## src/rtl/sd_emmc_ddr_dat_tx.sv

```systemverilog
// sd_emmc_ddr_dat_tx: per-DAT-line DDR write framer (start bit, data, dual CRC16, end bit)
// producing the rising/falling edge bit pair for the line's ODDR cell.
module sd_emmc_ddr_dat_tx #(
  parameter int BLOCK_BYTES = 512
) (
  input  logic       Clk,
  input  logic       Reset,
  input  logic       Start,
  input  logic       Abort,
  input  logic [7:0] DataIn,
  input  logic       DataValid,
  output logic       DataReady,
  output logic       WriteData_posEdge,
  output logic       WriteData_negEdge,
  output logic       OutputEnable,
  output logic       Busy,
  output logic       Done,
  output logic       Underrun
);
  localparam int W = $clog2(BLOCK_BYTES + 1);
  localparam logic [W-1:0] NBYTES = W'(BLOCK_BYTES);
  localparam logic [W-1:0] LAST = W'(BLOCK_BYTES - 1);
  typedef enum logic [2:0] {IDLE, LOAD, STARTBIT, DATA, CRC, ENDBIT} state_t;
  state_t st_q, st_d;
  logic [7:0] sh_q, sh_d, hold_q, hold_d;
  logic full_q, full_d, urun_q, urun_d;
  logic [W-1:0] fetch_q, fetch_d, sent_q, sent_d;
  logic [1:0] k_q, k_d;
  logic [3:0] i_q, i_d;
  logic [15:0] cp_q, cp_d, cn_q, cn_d;
  logic pos_q, pos_d, neg_q, neg_d, oe_q, oe_d, done_q, done_d, und_q, und_d;
  logic hs;

  function automatic logic [15:0] crc_step(input logic [15:0] c, input logic b);
    return {c[14:0], 1'b0} ^ ({16{c[15] ^ b}} & 16'h1021);
  endfunction

  assign Busy = st_q != IDLE;
  assign DataReady = st_q == LOAD || ((st_q == STARTBIT || st_q == DATA) && !full_q && fetch_q < NBYTES);
  assign hs = DataValid && DataReady;
  assign WriteData_posEdge = pos_q;
  assign WriteData_negEdge = neg_q;
  assign OutputEnable = oe_q;
  assign Done = done_q;
  assign Underrun = und_q;

  always_comb begin
    st_d = st_q;
    sh_d = sh_q;
    hold_d = hold_q;
    full_d = full_q;
    urun_d = urun_q;
    fetch_d = hs ? fetch_q + 1'b1 : fetch_q;
    sent_d = sent_q;
    k_d = k_q;
    i_d = i_q;
    cp_d = cp_q;
    cn_d = cn_q;
    done_d = 1'b0;
    und_d = 1'b0;
    if (hs && st_q != LOAD) begin
      hold_d = DataIn;
      full_d = 1'b1;
    end
    case (st_q)
      IDLE: st_d = Start ? LOAD : IDLE;
      LOAD: if (hs) begin
        sh_d = DataIn;
        st_d = STARTBIT;
      end
      STARTBIT: st_d = DATA;
      DATA: begin
        cp_d = crc_step(cp_q, sh_q[7]);
        cn_d = crc_step(cn_q, sh_q[6]);
        sh_d = {sh_q[5:0], 2'b00};
        k_d = k_q + 2'd1;
        if (k_q == 2'd3) begin
          sent_d = sent_q + 1'b1;
          if (sent_q == LAST) st_d = CRC;
          else if (full_q) begin
            sh_d = hold_q;
            full_d = 1'b0;
          end else begin
            st_d = ENDBIT;
            urun_d = 1'b1;
          end
        end
      end
      CRC: begin
        cp_d = {cp_q[14:0], 1'b0};
        cn_d = {cn_q[14:0], 1'b0};
        i_d = i_q + 4'd1;
        if (i_q == 4'd15) st_d = ENDBIT;
      end
      ENDBIT: begin
        st_d = IDLE;
        done_d = 1'b1;
        und_d = urun_q;
      end
      default: st_d = IDLE;
    endcase
    if (Abort && st_q != IDLE) begin
      st_d = IDLE;
      done_d = 1'b0;
      und_d = 1'b0;
    end
    // Every return to IDLE (end of block or abort) wipes the datapath for the next block.
    if (st_d == IDLE) begin
      sh_d = '0;
      hold_d = '0;
      full_d = 1'b0;
      urun_d = 1'b0;
      fetch_d = '0;
      sent_d = '0;
      k_d = '0;
      i_d = '0;
      cp_d = '0;
      cn_d = '0;
    end
    pos_d = st_d == DATA ? sh_d[7] : st_d == CRC ? cp_d[15] : st_d != STARTBIT;
    neg_d = st_d == DATA ? sh_d[6] : st_d == CRC ? cn_d[15] : st_d != STARTBIT;
    oe_d = !(st_d == IDLE || st_d == LOAD);
  end

  always_ff @(posedge Clk or negedge Reset) begin
    if (!Reset) begin
      st_q <= IDLE;
      sh_q <= '0;
      hold_q <= '0;
      full_q <= 1'b0;
      urun_q <= 1'b0;
      fetch_q <= '0;
      sent_q <= '0;
      k_q <= '0;
      i_q <= '0;
      cp_q <= '0;
      cn_q <= '0;
      pos_q <= 1'b1;
      neg_q <= 1'b1;
      oe_q <= 1'b0;
      done_q <= 1'b0;
      und_q <= 1'b0;
    end else begin
      st_q <= st_d;
      sh_q <= sh_d;
      hold_q <= hold_d;
      full_q <= full_d;
      urun_q <= urun_d;
      fetch_q <= fetch_d;
      sent_q <= sent_d;
      k_q <= k_d;
      i_q <= i_d;
      cp_q <= cp_d;
      cn_q <= cn_d;
      pos_q <= pos_d;
      neg_q <= neg_d;
      oe_q <= oe_d;
      done_q <= done_d;
      und_q <= und_d;
    end
  end
endmodule

```

## config.mk

```make
export PLATFORM = sky130hd
export DESIGN_NAME = sd_emmc_ddr_dat_tx
export DESIGN_NICKNAME = d
export VERILOG_FILES = /design/src/rtl/sd_emmc_ddr_dat_tx.sv
export SDC_FILE = /design/constraint.sdc
export NUM_CORES = 1
export LEC_CHECK = 0
export BUFFER_PORTS_ARGS = -buffer_cell sky130_fd_sc_hd__buf_2
export CAP_MARGIN = 30
export CORE_ASPECT_RATIO = 1.25
export CORE_MARGIN = 1.5
export CORE_UTILIZATION = 60
export CTS_BUF_LIST = sky130_fd_sc_hd__clkbuf_16
export DETAILED_ROUTE_END_ITERATION = 16
export PLACE_DENSITY = 0.82
export SLEW_MARGIN = 10
export SYNTH_ARGS = -nofsm -noshare
export SYNTH_HDL_FRONTEND = slang
export SYNTH_SLANG_ARGS = --single-unit
```

## constraint.sdc

```tcl
create_clock -name Clk -period 2.6 [get_ports Clk]
set_input_delay 0 -clock Clk [delete_from_list [all_inputs] [get_ports Clk]]
set_output_delay 0 -clock Clk [all_outputs]
set_load 0.02 [all_outputs]
```

==> key figures <==
Power
  – Clk pwr share: 0.269
  – Sequential group share of total power: 0.376
  – Power Dens Cells: 933 mW/mm^2
  – Sw Share: 0.393
  – Pwr Total: between 4 and 5 mW
  – Combinational share of power: 0.355
  – Worst vdd ir: 0.780 mV
  – P_sw: around 1.7 mW
  – Int Pwr: 2.66 mW
  – Pleak: 2.05 nW

Setup path
  – Worst path bufs/invs: 1
  – CP cell instances: nand4b_1, or4_4, a21oi_4, a211oi_4, buf_12, a211oi_1
  – CP top delay family: simple AND/OR/NAND/NOR gates
  – Critical Path Sink Type: flip-flop
  – Reg2Reg Setup Slack: 250 ps
  – CP Max Fanout: 58
  – Startpoint types: flip-flop
  – Slowest CP cell: dfrtp_1
  – Worst path max stage delay: roughly 610 ps
  – Req. time, crit path: 2820 ps
  – Critical setup path kind: flip-flop to flip-flop
  – WP data arrival: 2580 ps

Timing
  – Setup TNS: 0 ps
  – Final hold vios: 0
  – Fin Hold WS: 91.0 ps
  – Fin crit period: 2350 ps
  – Final setup fails: 0
  – Slew headroom: 0.378
  – Fin crit share: 0.905
  – Final Max Slew Viols: 0
  – Fmax: 425 MHz
  – RSZ-0062 raised after global routing: no
  – Worst Tran Pin Value: 925 ps
  – Clock Skews: approximately 7.3 ps

Synth
  – Post-synth net total: 433
  – Ys flop type: dfrtp_1
  – Syn avg cell area: 9.90 um^2
  – Cell Area, Synth: 0.00412 mm^2
  – Gate count of the mapped netlist: 416
  – Number of synthesized register bits: 84
  – Yosys warns: 0
  – Distinct cell type count after synthesis: 46
  – Share of the yosys chip area belonging to registers: 0.511
  – Post-synth EDFFs: 0
  – Ys async rst share: 1.00

Layout
  – Util after Layout: 0.711
  – P&R area growth vs syn: 14.1%
  – Post-route insts no fill: around 540
  – Ant diodes: 0
  – Fraction of layout cells with a size suffix above 1: 0.169
  – Fin nets: 462

Clocking
  – Post_cts resized: 0
  – Clk_lat worst skew: 340 ps
  – Clk buf depth: 2
  – Clk root buf: clkbuf_16
  – Clock slew at reported path FFs: 60 ps
  – Clock sinks: 84
  – CTS tree: yes
  – TritonCTS buffer count: 9
  – H-tree Lvls: 3

GRT
  – Total gr overflow: 0
  – First-pass GRT wire length: 13700 um
  – Pin count of the biggest net entering global routing: 59
  – Initial antenna violation count: 0
  – Number of global-route vias before repair: 2919
  – GRT Total Usage: 0.241

Drt
  – Initial DRC Count: ~260
  – Drt via density: between 5 and 6
  – Final wirelength: 8380 um
  – Vias: between 3000 and 4000
  – Final ANT Viol Nets: 0
  – Drt pass-1 iters: 5
  – Detailed-route wire length per cell: 15.6 um
  – Residual DRC: 0

Floorplan
  – CORE AREA: about 0.0066 mm^2
  – Chip height: between 90 and 100 um
  – Std cell rows: 33
  – # IOs: 20
  – DIE AREA: 0.00737 mm^2
  – Initial Utilization: 0.623
  – Die width: 77.1 um

Placement
  – IO buf count: 19
  – DP Cell Count: 511
  – Dpl hpwl: 5360 um
  – GP Congestion: 0.864

Min path
  – HP Class: primary input to flip-flop

Run
  – Max Cap Viol: 0

Status
  – Status: finished, final reports clean
==> state kept, by name, indices dropped and copies added (netlist names) <==
signal and flops:
sh_q 8, urun_q 1, OutputEnable 1, sent_q 10
Done 1, WriteData_posEdge 1, hold_q 8, Underrun 1
st_q 3, i_q 4, full_q 1, k_q 2
cp_q 16, cn_q 16, WriteData_negEdge 1, fetch_q 10
==> cell type report <==
class	instances	area, um^2
flip-flops and latches	84	2100
fillers	499	1910
multi-input cells	307	1880
repair buffers	39	305
clock buffers	9	225
well taps	87	109
clock inverters	7	52.6
inverters	4	15.0
==> cells in the final DEF (no fill, tap or decap), drive strengths merged, types with 5 or more instances in the layout <==
cell type	count
nand2	87
dfrtp	82
a21oi	52
nor2	41
buf	29
nand3	18
xor2	16
mux2i	14
dlygate4sd3	10
clkbuf	9
xnor2	8
and3	7
a221oi	6
nor3	6
o21ai	5
nor2b	5
and2	5
nand4	5
==> tightest hold or removal path, cell delays in order <==
cell	delay [ps]
buf_2	200
nand3_1	110
a21oi_1	70
==> routing by layer <==
| layer | vias up | GRT usage | wire length, um |
|---|---|---|---|
| li1 | 1483 | - | - |
| met5 | - | 0 | 0 |
| met1 | 1535 | 0.301 | 3390 |
| met3 | 20 | 0.0622 | 380 |
| met4 | 0 | 0.112 | 229 |
| met2 | 81 | 0.396 | 4380 |
==> cell families (layout without fill, tap and decap cells) <==
family | count (synthesis) | count (layout) | synth area share
AOI/OAI and AO/OA | 79 | 79 | 0.134
xor gates and xnor gates | 24 | 24 | 0.0511
adders and majority gates | 4 | 4 | 0.0122
buffers and inverters | 25 | 59 | 0.0334
DFF | 84 | 84 | 0.511
muxes | 14 | 14 | 0.0340
and+or+nand+nor | 186 | 186 | 0.224
==> cell usage after synthesis (all sizes together) (3+ instances only) <==
| master | count | area [um^2] |
|---|---|---|
| o21ai | 5 | 25.0 |
| and2 | 5 | 31.3 |
| nor2 | 41 | 229 |
| clkbuf | 11 | 41.3 |
| nand4 | 5 | 37.5 |
| a221oi | 6 | 52.6 |
| ha | 4 | 50.1 |
| a21oi | 52 | 313 |
| xor2 | 16 | 140 |
| nor2b | 5 | 31.3 |
| nand2 | 87 | 327 |
| nand3 | 18 | 90.1 |
| nor3 | 6 | 35.0 |
| a2bb2oi | 4 | 35.0 |
| mux2i | 14 | 140 |
| dfrtp | 82 | 2050 |
| and3 | 7 | 43.8 |
| buf | 10 | 81.3 |
| xnor2 | 8 | 70.1 |
| inv | 3 | 11.3 |
| a211oi | 3 | 27.5 |
| nand2b | 3 | 18.8 |
==> power by group through the flow <==
stage	clock network [mW]	registers, mW	logic (mW)
4_1_cts	1.19	1.64	1.55
5_1_grt	1.25	1.67	1.69
2_1_floorplan	0	1.65	1.21
6_report	1.18	1.65	1.55
3_5_place_dp	0	1.67	1.53
3_3_place_gp	0	1.66	1.48
==> timing repair <==
item | 4_1_cts | 5_1_grt
setup buffers | 0 | 0
hold endpoints to repair | 46 | 0
setup endpoints to repair | 0 | 0
hold buffers | 10 | 0
==> metrics by stage <==
step | area, um^2 | setup WS (ps)
after floorplan | 4120 | 472
after global placement | 4280 | 385
after global routing | 4700 | 71.1
after CTS | 4700 | 265
after detailed placement | 4320 | 308
final | 4700 | 246
==> path summary, 6_finish.rpt <==
| kind | startpoint | to | depth (start not counted) |
|---|---|---|---|
| worst max-delay path | st_q[0] | full_q | 6 |
| worst min-delay path | DataValid | fetch_q[1] | 3 |
| worst max register to register | st_q[0] | full_q | 6 |
| worst min register to register | urun_q | Underrun | 1 |
| max in group asynchronous | Reset | WriteData_negEdge | 3 |
| min in group asynchronous | Reset | Done | 2 |
(Power assumes the default switching activity.)
